## config.mk

```make
export PLATFORM = sky130hd
export DESIGN_NAME = fb_rect_writer
export DESIGN_NICKNAME = d
export VERILOG_FILES = /design/src/rtl/fb_pkg.sv /design/src/rtl/fb_rect_clip.sv /design/src/rtl/fb_rect_writer.sv
export SDC_FILE = /design/constraint.sdc
export NUM_CORES = 1
export LEC_CHECK = 0
export ABC_CLOCK_PERIOD_IN_PS = 3150
export BUFFER_PORTS_ARGS = -buffer_cell sky130_fd_sc_hd__buf_2
export CAP_MARGIN = 20
export CELL_PAD_IN_SITES_DETAIL_PLACEMENT = 2
export CELL_PAD_IN_SITES_GLOBAL_PLACEMENT = 2
export CORE_ASPECT_RATIO = 0.6
export CORE_UTILIZATION = 35
export DETAILED_ROUTE_END_ITERATION = 10
export PLACE_DENSITY_LB_ADDON = 0.1
export SETUP_SLACK_MARGIN = 0.05
export SLEW_MARGIN = 25
export SYNTH_ARGS = -nofsm -noshare
export SYNTH_HDL_FRONTEND = slang
export SYNTH_SLANG_ARGS = --single-unit
```

## constraint.sdc

```tcl
create_clock -name Clk -period 3.15 [get_ports Clk]
set_input_delay 0.63 -clock Clk [delete_from_list [all_inputs] [get_ports Clk]]
set_output_delay 0.63 -clock Clk [all_outputs]
set_load 0.005 [all_outputs]
```

## src/rtl/fb_pkg.sv

```systemverilog
// Shared constants, types and helpers for the frame-buffer rectangle writer.
package fb_pkg;

  // Frame geometry of the 320x240 pixel-doubled buffer.
  localparam int FB_W      = 320;
  localparam int FB_H      = 240;
  localparam int FB_PIXELS = 76800;

  typedef logic [16:0] fb_addr_t;
  typedef logic [7:0]  fb_color_t;

  // One latched rectangle-fill command.
  typedef struct packed {
    logic [8:0] x0;
    logic [7:0] y0;
    logic [8:0] w;
    logic [7:0] h;
    fb_color_t  color;
    logic       sync;
  } rect_cmd_t;

  typedef enum logic [2:0] {
    IDLE,
    CLIP,
    WAIT_VS,
    WRITE,
    DONE
  } wr_state_t;

  // y*320 built from two shifts (256 + 64) so no multiplier is needed.
  function automatic fb_addr_t row_base_of(input logic [7:0] y);
    fb_addr_t y_ext;
    y_ext = {9'd0, y};
    return (y_ext << 8) + (y_ext << 6);
  endfunction

endpackage

```

## src/rtl/fb_rect_clip.sv

```systemverilog
// Combinational clip of a rectangle against the frame, plus the empty check.
module fb_rect_clip
  import fb_pkg::*;
#(
  parameter int FB_W = fb_pkg::FB_W,
  parameter int FB_H = fb_pkg::FB_H
) (
  input  logic [8:0] x0,
  input  logic [7:0] y0,
  input  logic [8:0] w,
  input  logic [7:0] h,
  output logic [9:0] xe,
  output logic [9:0] ye,
  output logic       empty
);

  logic [9:0] x_end;
  logic [9:0] y_end;

  // Exclusive end coordinates, 10 bits wide so x0+w and y0+h cannot wrap.
  always_comb begin
    x_end = {1'b0, x0} + {1'b0, w};
    y_end = {2'b0, y0} + {2'b0, h};
    xe    = (x_end > 10'(FB_W)) ? 10'(FB_W) : x_end;
    ye    = (y_end > 10'(FB_H)) ? 10'(FB_H) : y_end;
    empty = (w == 9'd0) || (h == 8'd0) ||
            ({1'b0, x0} >= 10'(FB_W)) || ({2'b0, y0} >= 10'(FB_H));
  end

endmodule

```

## src/rtl/fb_rect_writer.sv

```systemverilog
// Rectangle-fill write engine for the VGA frame buffer: captures a command,
// clips it, optionally waits for vertical sync, then writes one pixel per ack.
module fb_rect_writer
  import fb_pkg::*;
#(
  parameter int FB_W    = fb_pkg::FB_W,
  parameter int FB_H    = fb_pkg::FB_H,
  parameter int ADDR_W  = $clog2(fb_pkg::FB_PIXELS),
  parameter int COLOR_W = 8
) (
  input  logic               Clk,
  input  logic               Reset_n,
  input  logic               cmd_valid,
  output logic               cmd_ready,
  input  logic [8:0]         cmd_x0,
  input  logic [7:0]         cmd_y0,
  input  logic [8:0]         cmd_w,
  input  logic [7:0]         cmd_h,
  input  logic [COLOR_W-1:0] cmd_color,
  input  logic               cmd_sync,
  input  logic               vs,
  output logic               fb_we,
  output logic [ADDR_W-1:0]  fb_addr,
  output logic [COLOR_W-1:0] fb_data,
  input  logic               fb_ack,
  output logic               busy,
  output logic               done
);

  wr_state_t  state_reg;
  wr_state_t  state_next;
  rect_cmd_t  cmd_reg;
  logic [9:0] xe_reg;
  logic [9:0] ye_reg;
  logic [8:0] x_reg;
  logic [7:0] y_reg;
  fb_addr_t   row_base_reg;
  logic       vs_prev_reg;

  logic [9:0] clip_xe;
  logic [9:0] clip_ye;
  logic       clip_empty;
  logic       capture;
  logic       beat_ack;
  logic       last_x;
  logic       last_y;
  logic       vs_fall;

  // Clip always looks at the latched command, never at the live inputs.
  fb_rect_clip #(
    .FB_W (FB_W),
    .FB_H (FB_H)
  ) u_clip (
    .x0    (cmd_reg.x0),
    .y0    (cmd_reg.y0),
    .w     (cmd_reg.w),
    .h     (cmd_reg.h),
    .xe    (clip_xe),
    .ye    (clip_ye),
    .empty (clip_empty)
  );

  // Handshake and write-progress qualifiers.
  always_comb begin
    capture  = (state_reg == IDLE) && cmd_valid;
    beat_ack = (state_reg == WRITE) && fb_ack;
    last_x   = ({1'b0, x_reg} == (xe_reg - 10'd1));
    last_y   = ({2'b0, y_reg} == (ye_reg - 10'd1));
    vs_fall  = vs_prev_reg && !vs;
  end

  // State register; reset abandons any command in flight.
  always_ff @(posedge Clk or negedge Reset_n) begin
    if (!Reset_n) begin
      state_reg <= IDLE;
    end else begin
      state_reg <= state_next;
    end
  end

  // Next-state and output decode. Outputs are pure state decodes so that an
  // asynchronous reset pulls fb_we low immediately.
  always_comb begin
    state_next = state_reg;
    cmd_ready  = 1'b0;
    busy       = 1'b1;
    done       = 1'b0;
    fb_we      = 1'b0;
    fb_addr    = '0;
    fb_data    = '0;
    case (state_reg)
      IDLE: begin
        cmd_ready = 1'b1;
        busy      = 1'b0;
        if (cmd_valid) begin
          state_next = CLIP;
        end
      end
      CLIP: begin
        if (clip_empty) begin
          state_next = DONE;
        end else if (cmd_reg.sync) begin
          state_next = WAIT_VS;
        end else begin
          state_next = WRITE;
        end
      end
      WAIT_VS: begin
        if (vs_fall) begin
          state_next = WRITE;
        end
      end
      WRITE: begin
        fb_we   = 1'b1;
        fb_addr = ADDR_W'(row_base_reg + fb_addr_t'(x_reg));
        fb_data = COLOR_W'(cmd_reg.color);
        if (fb_ack && last_x && last_y) begin
          state_next = DONE;
        end
      end
      DONE: begin
        done       = 1'b1;
        state_next = IDLE;
      end
      default: begin
        state_next = IDLE;
      end
    endcase
  end

  // vs history is tracked every cycle, so a fall seen during CLIP is already
  // consumed by the time WAIT_VS starts looking for an edge.
  always_ff @(posedge Clk or negedge Reset_n) begin
    if (!Reset_n) begin
      vs_prev_reg <= 1'b1;
    end else begin
      vs_prev_reg <= vs;
    end
  end

  // Latch the command once at capture; it is never re-sampled afterwards.
  always_ff @(posedge Clk or negedge Reset_n) begin
    if (!Reset_n) begin
      cmd_reg <= '0;
    end else if (capture) begin
      cmd_reg.x0    <= cmd_x0;
      cmd_reg.y0    <= cmd_y0;
      cmd_reg.w     <= cmd_w;
      cmd_reg.h     <= cmd_h;
      cmd_reg.color <= fb_color_t'(cmd_color);
      cmd_reg.sync  <= cmd_sync;
    end
  end

  // Raster walk: load bounds and start point in CLIP, advance on each ack.
  always_ff @(posedge Clk or negedge Reset_n) begin
    if (!Reset_n) begin
      xe_reg       <= '0;
      ye_reg       <= '0;
      x_reg        <= '0;
      y_reg        <= '0;
      row_base_reg <= '0;
    end else if (state_reg == CLIP) begin
      xe_reg       <= clip_xe;
      ye_reg       <= clip_ye;
      x_reg        <= cmd_reg.x0;
      y_reg        <= cmd_reg.y0;
      row_base_reg <= row_base_of(cmd_reg.y0);
    end else if (beat_ack) begin
      if (!last_x) begin
        x_reg <= x_reg + 9'd1;
      end else if (!last_y) begin
        x_reg        <= cmd_reg.x0;
        y_reg        <= y_reg + 8'd1;
        row_base_reg <= row_base_reg + fb_addr_t'(FB_W);
      end
    end
  end

endmodule

```

# [After elaboration in Yosys (flattened, before gate mapping)]
# Cells that the tools add are included.
[totals] reg_bits=101 input_bits=48 out_inout_bits=29 word_cells=80
[op_classes] addsub=9 n_lt_le_gt_ge=4 n_eq_ne=11 n_mux=26 reduce_logical=17
[ops] operator="2-to-1 mux 17 bit" count=5
[ops] operator="2-to-1 mux 8 bit" count=5
[ops] operator="2-to-1 mux 9 bit" count=4
[ops] operator="2-to-1 mux 10 bit" count=2
[ops] operator="subtractor 10 x 1 -> 10 bit, second input constant" count=2
[ops] operator="adder 16 x 14 -> 17 bit" count=1
[ops] operator="adder 17 x 9 -> 17 bit" count=1
[ops] operator="adder 17 x 9 -> 17 bit, second input constant" count=1
[ops] operator="2-to-1 mux 3 bit" count=4
[ops] operator="case mux 3 bit (4 select lines)" count=1
[ops] operator="adder 9 x 9 -> 10 bit" count=1
[ops] operator="equality test 8 x 10 -> 1 bit" count=1
[ops] operator="equality test 9 x 10 -> 1 bit" count=1
[ops] operator="greater-than comparator 10 x 8 -> 1 bit, second input constant" count=1
[ops] operator="greater-than comparator 10 x 9 -> 1 bit, second input constant" count=1
[ops] operator="adder 8 x 8 -> 9 bit" count=1
[ops] operator="adder 9 x 1 -> 9 bit, second input constant" count=1
[ops] operator=">= comparator 9 bit, second input constant" count=1
[ops] operator="zero test 9 bit" count=1
[ops] operator="adder 8 x 1 -> 8 bit, second input constant" count=1
[ops] operator=">= comparator 8 bit, second input constant" count=1
[ops] operator="zero test 8 bit" count=1
[ops] operator="equality test 3 x 2 -> 1 bit, second input constant" count=2
[ops] operator="AND reduction 3 bit" count=2
[ops] operator="other kinds (12)" count=25

# [Longest topological paths before layout]
# Gate-level depths: netlist of the first run.
[logic_depth] depth_word=6 ltp_mapped=11

# [By module]
# Synthesis of the first run repeated with hierarchy kept, for this count alone.
[unflattened] hier_cells=740 hier_area_um2=6726.5
[by_module_without_submodules] mod="fb_rect_writer" instances=1 cells_each=598 area_each_um2=5671.7
[by_module_without_submodules] mod="fb_rect_clip" instances=1 cells_each=142 area_each_um2=1054.8

# [Least setup slack after synthesis of the first run]
# Ideal clock, no wire load.
[synth_timing] path_type="reg-to-reg" from="reg xe_reg[0]" to="reg row_base_reg[10]" setup_time_ps=126 arrival_time_ps=2590 t_required_ps=3024 setup_slack_ps=434 stages_incl_launch_ff=10 period_less_slack_ps=2716 path_cell_list="dfrtp_1 -> or4_1 -> nor4_1 -> xor2_1 -> a2111o_1 -> o21ai_2 -> and2_1 -> buf_2 -> buf_2 -> a21oi_1"
[synth_via] elab_chain_cells=4
[synth_rtl] item="start: declaration" line="fb_rect_writer.sv:33" source="logic [9:0] xe_reg;"
[synth_rtl] item="start signal: assignment" line="fb_rect_writer.sv:164" source="xe_reg <= clip_xe;"
[synth_rtl] item="subtractor 10 x 1 -> 10 bit" line="fb_rect_writer.sv:67" source="last_x = ({1'b0, x_reg} == (xe_reg - 10'd1));"
[synth_rtl] item="equality test 9 x 10 -> 1 bit" line="fb_rect_writer.sv:67"
[synth_rtl] item="nonzero test 2 bit (no source line)"
[synth_rtl] item="AND reduction 3 bit (no source line)"
[synth_rtl] item="end signal: assignment" line="fb_rect_writer.sv:168" source="row_base_reg <= row_base_of(cmd_reg.y0);"
[synth_rtl] item="end signal: assignment" line="fb_rect_writer.sv:175" source="row_base_reg <= row_base_reg + fb_addr_t'(FB_W);"
[synth_rtl] item="end: declaration" line="fb_rect_writer.sv:37" source="fb_addr_t row_base_reg;"
# No other way between the ends.
# A chain may end at the register's enable or synchronous reset.

# [Worst setup path after layout of the first run]
[layout_timing] from="reg x_reg[7]" to="out fb_addr[16]"
[layout_via] elab_chain_cells=2
[layout_rtl] item="start: declaration" line="fb_rect_writer.sv:35" source="logic [8:0] x_reg;"
[layout_rtl] item="start signal: assignment" line="fb_rect_writer.sv:166" source="x_reg <= cmd_reg.x0;"
[layout_rtl] item="start signal: assignment" line="fb_rect_writer.sv:171" source="x_reg <= x_reg + 9'd1;"
[layout_rtl] item="start signal: assignment" line="fb_rect_writer.sv:173" source="x_reg <= cmd_reg.x0;"
[layout_rtl] item="adder 17 x 9 -> 17 bit" line="fb_rect_writer.sv:115" source="fb_addr = ADDR_W'(row_base_reg + fb_addr_t'(x_reg));"
[layout_rtl] item="2-to-1 mux 17 bit" line="fb_rect_writer.sv:91" source="case (state_reg)"
[layout_rtl] item="end: declaration" line="fb_rect_writer.sv:23" source="output logic [ADDR_W-1:0] fb_addr,"
# No other way between the ends.

==> results_dict.tcl, run 1 <==
set metrics [dict create \
    required_ns 2.52 \
    hold_viol_final 0 \
    critPathMaxFanout 3 \
    gr-total-overflow 0 \
    diodes 0 \
    path_cells "ha_4 -> a21o_1 -> a21oi_4 -> nor2b_2 -> and3_4 -> nand3_4 -> or3_4 -> a21oi_2 -> buf_2" \
    drv_slew 0 \
    final_cell_mix "dfrtp_1, buf_2, nand2_1" \
    grt_pass1_wl_um 36100 \
    final_core_util_pct 43.2 \
    synth.avg_cell_area_um2 9.19 \
    finalCriticalPeriod_ns 3.00 \
    ios 77 \
    synth_area_leader_cell "dfrtp_1" \
    wl_um 22300 \
    clk-insertion-delay-late_ns 0.36 \
    period_share_pct 95.2 \
    worst_slew_pin_slew_ns 0.745 \
    grt_util_all_layers_pct 25.2 \
    die-area_mm2 0.0188 \
    synthTopCellsByArea "dfrtp_1, mux2_2, ha_1" \
    status "finished clean" \
    nets 849 \
    yosys_warnings 0 \
    endpoint_kind "primary output" \
    fin_area_mm2 0.00754 \
    drtIter0Drc 338 \
    ys_types 71 \
    synth_enable_flop_cells 0 \
    final_common_cell "dfrtp_1" \
    synth_seq_cells 94 \
    wl_per_cell_um 22.2 \
    layout-drive-gt1-share_pct 25.3 \
    ys_async_sr_fraction_pct 100 \
    core_mm2 0.0175 \
    tns_ns 0 \
    dp_hpwl_um 17000 \
    die-height_um 106 \
    synth_cells 693 \
    power_leakage_nw 3.69 \
    slowest_stage "dfrtp_1" \
    cts_buffers 9 \
    cts_tree "yes" \
    start_util_pct 36.5 \
    seq_area_frac_synth_pct 37.0 \
    rrSetupSlack_ns 0.16 \
    path_class "reg2out" \
    post_drt_via_cell_ratio 5.75 \
    power_mw 2.70 \
    skew_ns 0.0105 \
    relSlewSlack_pct 50.3 \
    ctsHoldBuffers 0 \
    netlist.area_leader.share_pct 36.5 \
    min_path_type "in2async" \
    setup_viol 0 \
    ant_nets 0 \
    cts_root_buffer "clkbuf_16" \
    synth_nets 775 \
    worst_setup_path_start_kind "flop" \
    portBuffers 76 \
    drc 0 \
    critical-path-max-stage-delay_ns 0.43 \
    fmax_ghz 0.333 \
    rsz0062_at_grt "false" \
    ir_drop_mv 0.209 \
    first_pass_iters 4 \
    grt_pass1_vias 6309 \
    syn2layout_area_growth_pct 18.4 \
    syn-cell-area_mm2 0.00637 \
    die_x_um 176 \
    synthFlopType "dfrtp_1" \
    clk_pin_slew_ns 0.07 \
    clock_sinks 94 \
    grt_max_degree 51 \
    nFillCells 1900 \
    maxCapViolCount 0 \
    arrival_ns 2.37 \
    ctsHtreeMaxLevel 3 \
    std_cell_rows 37 \
    p_per_area_mw_per_mm2 358 \
    vias 5784 \
    place_area_mm2 0.00706 \
    antenna_found_initial 1 \
    largest_reg_flops 43 \
    ctsLongestPathBuffers 2 \
    gp_congestion 0.875 \
]
-- power by group --
part           internal (mW)  switching (mW)  total [mW]
clock network          0.642           0.521        1.16
registers               1.23          0.0584        1.29
logic                  0.112           0.136       0.248
total                   1.98           0.715        2.70
-- through the flow --
stage          hold WS (ns)  worst slack [ns]  std cells
6_report              0.290             0.151       1006
5_1_grt               0.338            0.0496       1006
4_1_cts               0.322            0.0632       1003
3_5_place_dp          0.496             0.133        983
3_3_place_gp          0.482             0.275        983
2_1_floorplan         0.334             0.434        693
-- routing by layer --
metal	up-vias	part of all wire [%]	global-route usage, %
li1	2692	-	-
met1	2955	50	36.9
met2	120	44	38.2
met3	17	5.2	4.76
met4	0	1.1	5.34
met5	-	0	0
-- cell usage after synthesis (all sizes together) (8+ instances only) --
library cell and instances:
mux2 39, nand2b 11, a21oi 46, a31oi 22, nand2 59, nor3 12
o21ai 44, inv 27, clkbuf 31, xnor2 19, nand4 8, or2 8
a21o 11, and3 23, xor2 17, o21a 10, dfrtp 93, nand3 12
ha 31, nor4 8, nor2 46
-- path summary, 6_finish.rpt --
kind,from,cells past startpoint,endpoint
max,x_reg[7]$_DFFE_PN0P_,9,fb_addr[16]
max in group asynchronous,Reset_n,2,x_reg[8]$_DFFE_PN0P_
min,Reset_n,1,cmd_reg[22]$_DFFE_PN0P_
min in group Clk,vs,1,vs_prev_reg$_DFF_PN1_
max reg2reg,xe_reg[0]$_DFFE_PN0P_,9,y_reg[7]$_DFFE_PN0P_
min reg2reg,cmd_reg[3]$_DFFE_PN0P_,1,cmd_reg[3]$_DFFE_PN0P_
-- critical path: cells and delay by family, from the launching register on --
family | cells | cell delay (ns)
AO/OA/AOI/OAI | 3 | 0.36
buffers and inverters | 1 | 0.13
flip-flops | 1 | 0.43
AND/OR/NAND/NOR | 4 | 0.81
adder cells (fa/ha/maj) | 1 | 0.29
-- logic make-up after synthesis --
logic type / synth area share (%)
flops: 37.0
compound gates: 20.6
fa+ha+maj: 7.03
simple gates: 18.2
buf+inv: 4.19
xor+xnor: 4.95
mux: 8.00
-- repair_timing --
| action | CTS | global route |
|---|---|---|
| cloned | 0 | 1 |
| endpoints found under the setup margin | 12 | 23 |
| buffers inserted | 4 | 2 |
| pin swaps | 2 | 6 |
| endpoints found under the hold margin | 0 | 0 |
| resized for setup | 7 | 12 |
-- cell type report --
| type | instances | area, um2 | share of cell area, % |
|---|---|---|---|
| clock buffer | 10 | 239 | 3.17 |
| clock inverter | 6 | 71.3 | 0.946 |
| timing repair buffer | 101 | 638 | 8.47 |
| inverter | 27 | 101 | 1.34 |
| multi-input combinational | 534 | 3840 | 50.9 |
| tap | 234 | 293 | 3.89 |
| sequential | 94 | 2360 | 31.3 |
Power figures use the tool's default switching activity.
==> run 2: changes to the inputs <==
==> constraint.sdc (replaced) <==
create_clock -name Clk -period 3.15 [get_ports Clk]
set_input_delay 0.945 -clock Clk [delete_from_list [all_inputs] [get_ports Clk]]
set_output_delay 0.945 -clock Clk [all_outputs]
set_load 0.005 [all_outputs]
==> run 2 against run 1 <==
The flow now finishes with violations (negative setup slack). Final cell count is 1.3% higher. Die area stayed put. Non-clock buffer count is 13 higher. Sequential cell count stayed put. Critical path depth stayed put. Register-to-register slack better by 0.04 ns. Total power is 1.6% lower.
==> results_dict.tcl, run 2 (same netlist as run 1, synthesis figures left out) <==
set metrics [dict create \
    status "complete, but fails checks" \
    violations "negative setup slack" \
    ctsHtreeMaxLevel 3 \
    power_leakage_nw 3.75 \
    gp_congestion 0.839 \
    slowest_stage "dfrtp_1" \
    die_x_um 176 \
    drtIter0Drc 324 \
    worst_setup_path_start_kind "flop" \
    critical_path_buf_inv_count 1 \
    gr-total-overflow 0 \
    nets 862 \
    critPathMaxFanout 3 \
    tns_ns -0.129 \
    grt_pass1_vias 6439 \
    place_area_mm2 0.00712 \
    dp.cells 992 \
    whs_ns 0.394 \
    wl_per_cell_um 22.4 \
    setup_viol 2 \
    cts_tree "yes" \
    regArea_mm2 0.00235 \
    pre_cts_slack_ns -0.0307 \
    clk_pin_slew_ns 0.08 \
    layout.cells.non_filler 1019 \
    final_cell_mix "dfrtp_1, buf_2, nand2_1" \
    fmax_ghz 0.308 \
    relSlewSlack_pct 53.1 \
    portBuffers 76 \
    ios 77 \
    multiInputGateArea_mm2 0.00383 \
    arrival_ns 2.30 \
    path_class "reg2out" \
    nFillCells 1902 \
    cts_buffers 9 \
    final_core_util_pct 43.5 \
    start_util_pct 36.5 \
    grtUsageMet1_pct 37.7 \
    fin_area_mm2 0.00760 \
    cp_top_family "simple AND/OR/NAND/NOR gates" \
    largest_reg_flops 43 \
    post_drt_via_cell_ratio 5.71 \
    grt_max_degree 87 \
    grt_pass1_wl_um 36700 \
    use_met2_pct 38.0 \
    worst_slew_pin_slew_ns 0.699 \
    rsz0062_at_grt "true" \
    final_common_cell "dfrtp_1" \
    endpoint_kind "primary output" \
    clock_sinks 94 \
    ctsLongestPathBuffers 2 \
    p_per_area_mw_per_mm2 349 \
    clk-insertion-delay-late_ns 0.36 \
    first_pass_iters 4 \
    cts_root_buffer "clkbuf_16" \
    finalCriticalPeriod_ns 3.24 \
    met3_usage_pct 5.11 \
    diodes 0 \
    core_mm2 0.0175 \
    power_mw 2.65 \
    skew_ns 0.00966 \
    period_share_pct 103 \
    layout-drive-gt1-share_pct 26.1 \
    min_path_type "in2async" \
    ir_drop_mv 0.218 \
    antenna_found_initial 2 \
    syn2layout_area_growth_pct 19.3 \
    required_ns 2.20 \
    ant_nets 0 \
    drv_slew 0 \
    die-height_um 106 \
    worst_slack_ns -0.0917 \
    drc 0 \
    vias 5814 \
    wl_um 22800 \
    std_cell_rows 37 \
    top_usage_layer "met2" \
    dp_hpwl_um 16700 \
    ctsHoldBuffers 0 \
    cp_common_cell "a21oi_2" \
    die-area_mm2 0.0188 \
    path_cells "ha_4 -> a21o_1 -> a21oi_2 -> nor2b_2 -> and3_4 -> nand3_4 -> or3_4 -> a21oi_2 -> buf_2" \
    grt_util_all_layers_pct 25.5 \
    maxCapViolCount 0 \
    hold_viol_final 0 \
    critical-path-max-stage-delay_ns 0.43 \
]
==> run 2: changes by cell type in the layout (fill, tap and decap cells not counted), moves of 2 or more <==
cell        change
dfrtp_2         -3
inv_8           +2
clkinv_4        -3
clkinvlp_4      -2
buf_4          +13
dfrtp_1         +3
inv_6           +5
==> run 2: timing repair <==
action | CTS | global route
setup endpoints to repair | 5 | 33
buffers inserted | 7 | 3
endpoints found under the hold margin | 0 | 0
gates resized for setup | 6 | 11
cloned | 0 | 1
pin swaps | 6 | 1
==> run 2: path summary, 6_finish.rpt <==
path	slack, ns	cells past startpoint	endpoint	start
setup / recovery	-0.09	9	fb_addr[16]	x_reg[7]$_DFFE_PN0P_
min in group Clk	0.51	1	cmd_reg[5]$_DFFE_PN0P_	cmd_reg[5]$_DFFE_PN0P_
hold reg to reg	0.51	1	cmd_reg[5]$_DFFE_PN0P_	cmd_reg[5]$_DFFE_PN0P_
setup reg to reg	0.20	7	x_reg[8]$_DFFE_PN0P_	ye_reg[2]$_DFFE_PN0P_
hold / removal	0.39	1	cmd_reg[22]$_DFFE_PN0P_	Reset_n
max in group asynchronous	2.03	2	x_reg[4]$_DFFE_PN0P_	Reset_n
==> run 2: layer usage <==
metal / vias to the layer above / part of all wire [%]
met5: - / 0
met4: 0 / 0.62
met3: 12 / 4.7
met2: 117 / 44
met1: 2968 / 51
li1: 2717 / -
==> run 2: report_power, final <==
| part | switching, mW | internal, mW | total, mW |
|---|---|---|---|
| Clock | 0.553 | 0.562 | 1.12 |
| Combinational | 0.137 | 0.113 | 0.250 |
| Sequential | 0.0603 | 1.23 | 1.29 |
| Total | 0.751 | 1.90 | 2.65 |
==> run 2: worst reg2reg max path, delay by kind of cell, from the launching register on <==
kind	cells	cell delay (ns)
AND/OR/NAND/NOR	3	1.71
AO/OA/AOI/OAI	4	0.64
flip-flops	1	0.49
==> run 2: cell type report <==
class | instances | area share, %
clock buffers | 9 | 2.96
clock inverters | 7 | 0.873
inverters | 27 | 1.33
multi-input cells | 534 | 50.4
flip-flops and latches | 94 | 31.0
well taps | 234 | 3.85
repair buffers | 114 | 9.57
==> run 3: changes to the inputs <==
--- a/config.mk
+++ b/config.mk
@@ -7,3 +7,3 @@
 export LEC_CHECK = 0
-export ABC_CLOCK_PERIOD_IN_PS = 3150
+export ABC_CLOCK_PERIOD_IN_PS = 3860
 export BUFFER_PORTS_ARGS = -buffer_cell sky130_fd_sc_hd__buf_2
==> constraint.sdc (replaced) <==
create_clock -name Clk -period 3.86 [get_ports Clk]
set_input_delay 1.158 -clock Clk [delete_from_list [all_inputs] [get_ports Clk]]
set_output_delay 1.158 -clock Clk [all_outputs]
set_load 0.1 [all_outputs]
==> run 3 against run 2 <==
The run now ends clean. Sequential power decreased by 19%. Setup slack improved by 0.21 ns. Via count decreased by 1.6%. Highest routed layer is now met5. Largest cell class unchanged.
==> results_dict.tcl, run 3 (same netlist as run 1, synthesis figures left out) <==
set metrics [dict create \
    status "finished clean" \
    die-area_mm2 0.0188 \
    maxCapViolCount 0 \
    first_pass_iters 4 \
    pre_cts_slack_ns 0.243 \
    fmax_ghz 0.267 \
    power_frac_seq_pct 44.4 \
    std_cell_rows 37 \
    final_core_util_pct 43.4 \
    min_from "cmd_reg[1]$_DFFE_PN0P_" \
    post_drt_via_cell_ratio 5.73 \
    worst_slew_pin_slew_ns 0.949 \
    regArea_mm2 0.00236 \
    arrival_ns 2.58 \
    ir_drop_mv 0.174 \
    ctsHtreeMaxLevel 3 \
    clock_sinks 94 \
    antenna_found_initial 1 \
    relSlewSlack_pct 35.8 \
    path_class "reg2out" \
    cp_top_family "simple AND/OR/NAND/NOR gates" \
    drc 0 \
    grt_pass1_wl_um 34300 \
    drtIter0Drc 306 \
    period_share_pct 96.9 \
    core_mm2 0.0175 \
    grt_pass1_vias 6081 \
    tns_ns 0 \
    ctsLongestPathBuffers 2 \
    p_per_area_mw_per_mm2 312 \
    multiInputGateArea_mm2 0.00382 \
    largest_reg_flops 43 \
    switching_share_pct 31.0 \
    grt_util_all_layers_pct 24.0 \
    final_cell_mix "dfrtp_1, buf_2, nand2_1" \
    final_common_cell "dfrtp_1" \
    grt_max_degree 49 \
    p_int_mw 1.63 \
    reg2reg_from "xe_reg[0]$_DFFE_PN0P_" \
    gr-total-overflow 0 \
    cts_root_buffer "clkbuf_16" \
    startpoint "row_base_reg[7]$_DFFE_PN0P_" \
    wl_um 21600 \
    min_path_type "reg2reg" \
    finalCriticalPeriod_ns 3.74 \
    critPathMaxFanout 4 \
    die_x_um 176 \
    cts_tree "yes" \
    worst_slack_ns 0.120 \
    power_leakage_nw 3.67 \
    setup_viol 0 \
    power_switching_mw 0.732 \
    diodes 0 \
    critical_path_buf_inv_count 1 \
    required_ns 2.70 \
    vias 5721 \
    critical-path-max-stage-delay_ns 0.42 \
    clk-insertion-delay-late_ns 0.36 \
    ios 77 \
    endpoint_kind "primary output" \
    nets 841 \
    die-height_um 106 \
    start_util_pct 36.5 \
    clk_pin_slew_ns 0.07 \
    rsz0062_at_grt "false" \
    layout-drive-gt1-share_pct 25.0 \
    skew_ns 0.0114 \
    dp_hpwl_um 16400 \
    nFillCells 1902 \
    p_clk_share_pct 40.8 \
    drv_slew 0 \
    cts_buffers 9 \
    wl_per_cell_um 21.7 \
    syn2layout_area_growth_pct 18.9 \
    slowest_stage "dfrtp_1" \
    worst_setup_path_start_kind "flop" \
    comb_power_share_pct 14.7 \
    path_cells "ha_4 -> a21o_1 -> a21oi_2 -> nor2b_2 -> and3_4 -> nand3_2 -> or3_4 -> a21oi_4 -> buf_12" \
    ant_nets 0 \
    hold_viol_final 0 \
    gp_congestion 0.846 \
    portBuffers 76 \
]
[run 3: cell types whose count changed in the layout (fill, tap and decap cells not counted), sizes merged]
cell and delta:
clkinv +1, bufinv +1, buf -20, clkbuf -1, inv -2
[run 3: layout make-up]
class | instances | share of cell area, %
Clock buffer | 9 | 2.98
Clock inverter | 7 | 1.12
Inverter | 27 | 1.34
Multi-Input combinational cell | 534 | 50.4
Sequential cell | 94 | 31.1
Tap cell | 234 | 3.87
Timing Repair Buffer | 93 | 9.12
[run 3: final timing paths]
check	endpoint	slack, ns	cells past startpoint
worst min-delay path	cmd_reg[1]$_DFFE_PN0P_	0.51	1
max in group asynchronous	vs_prev_reg$_DFF_PN1_	2.27	2
min in group asynchronous	cmd_reg[24]$_DFFE_PN0P_	0.80	1
worst max register to register	y_reg[5]$_DFFE_PN0P_	0.59	7
worst max-delay path	fb_addr[16]	0.12	9
worst min register to register	cmd_reg[1]$_DFFE_PN0P_	0.51	1
[run 3: metal layers]
layer  routed length (um)  vias up  share of wire, %  global-route usage (%)
met4                  221        2               1.0                    5.16
met3                 1020       17               4.7                    3.97
met1                11000     2925                51                    35.7
met5                   13        -             0.060                       0
li1                     -     2670                 -                       -
met2                 9390      107                43                    35.9
[run 3: power by group through the flow]
stage	Sequential (mW)	Combinational (mW)	Clock [mW]
floorplan	1.03	0.262	0
global placement	1.07	0.342	0
detailed placement	1.07	0.350	0
CTS	1.05	0.351	0.988
global route	1.05	0.370	1.02
finish	1.05	0.348	0.963
[run 3: timing repair]
action	CTS	global route
buffers inserted	2	4
hold buffers	0	0
gates resized for setup	4	7
pin swaps	1	4
cloned	0	0
endpoints found under the setup margin	6	2
[run 3: through the flow]
step	cell area [um2]	instances	total power, mW	hold WS, ns
2_1_floorplan	6390	693	1.29	0.462
3_3_place_gp	7170	976	1.41	0.483
3_5_place_dp	7170	976	1.42	0.490
4_1_cts	7510	994	2.39	0.515
5_1_grt	7570	998	2.44	0.528
6_report	7570	998	2.36	0.508
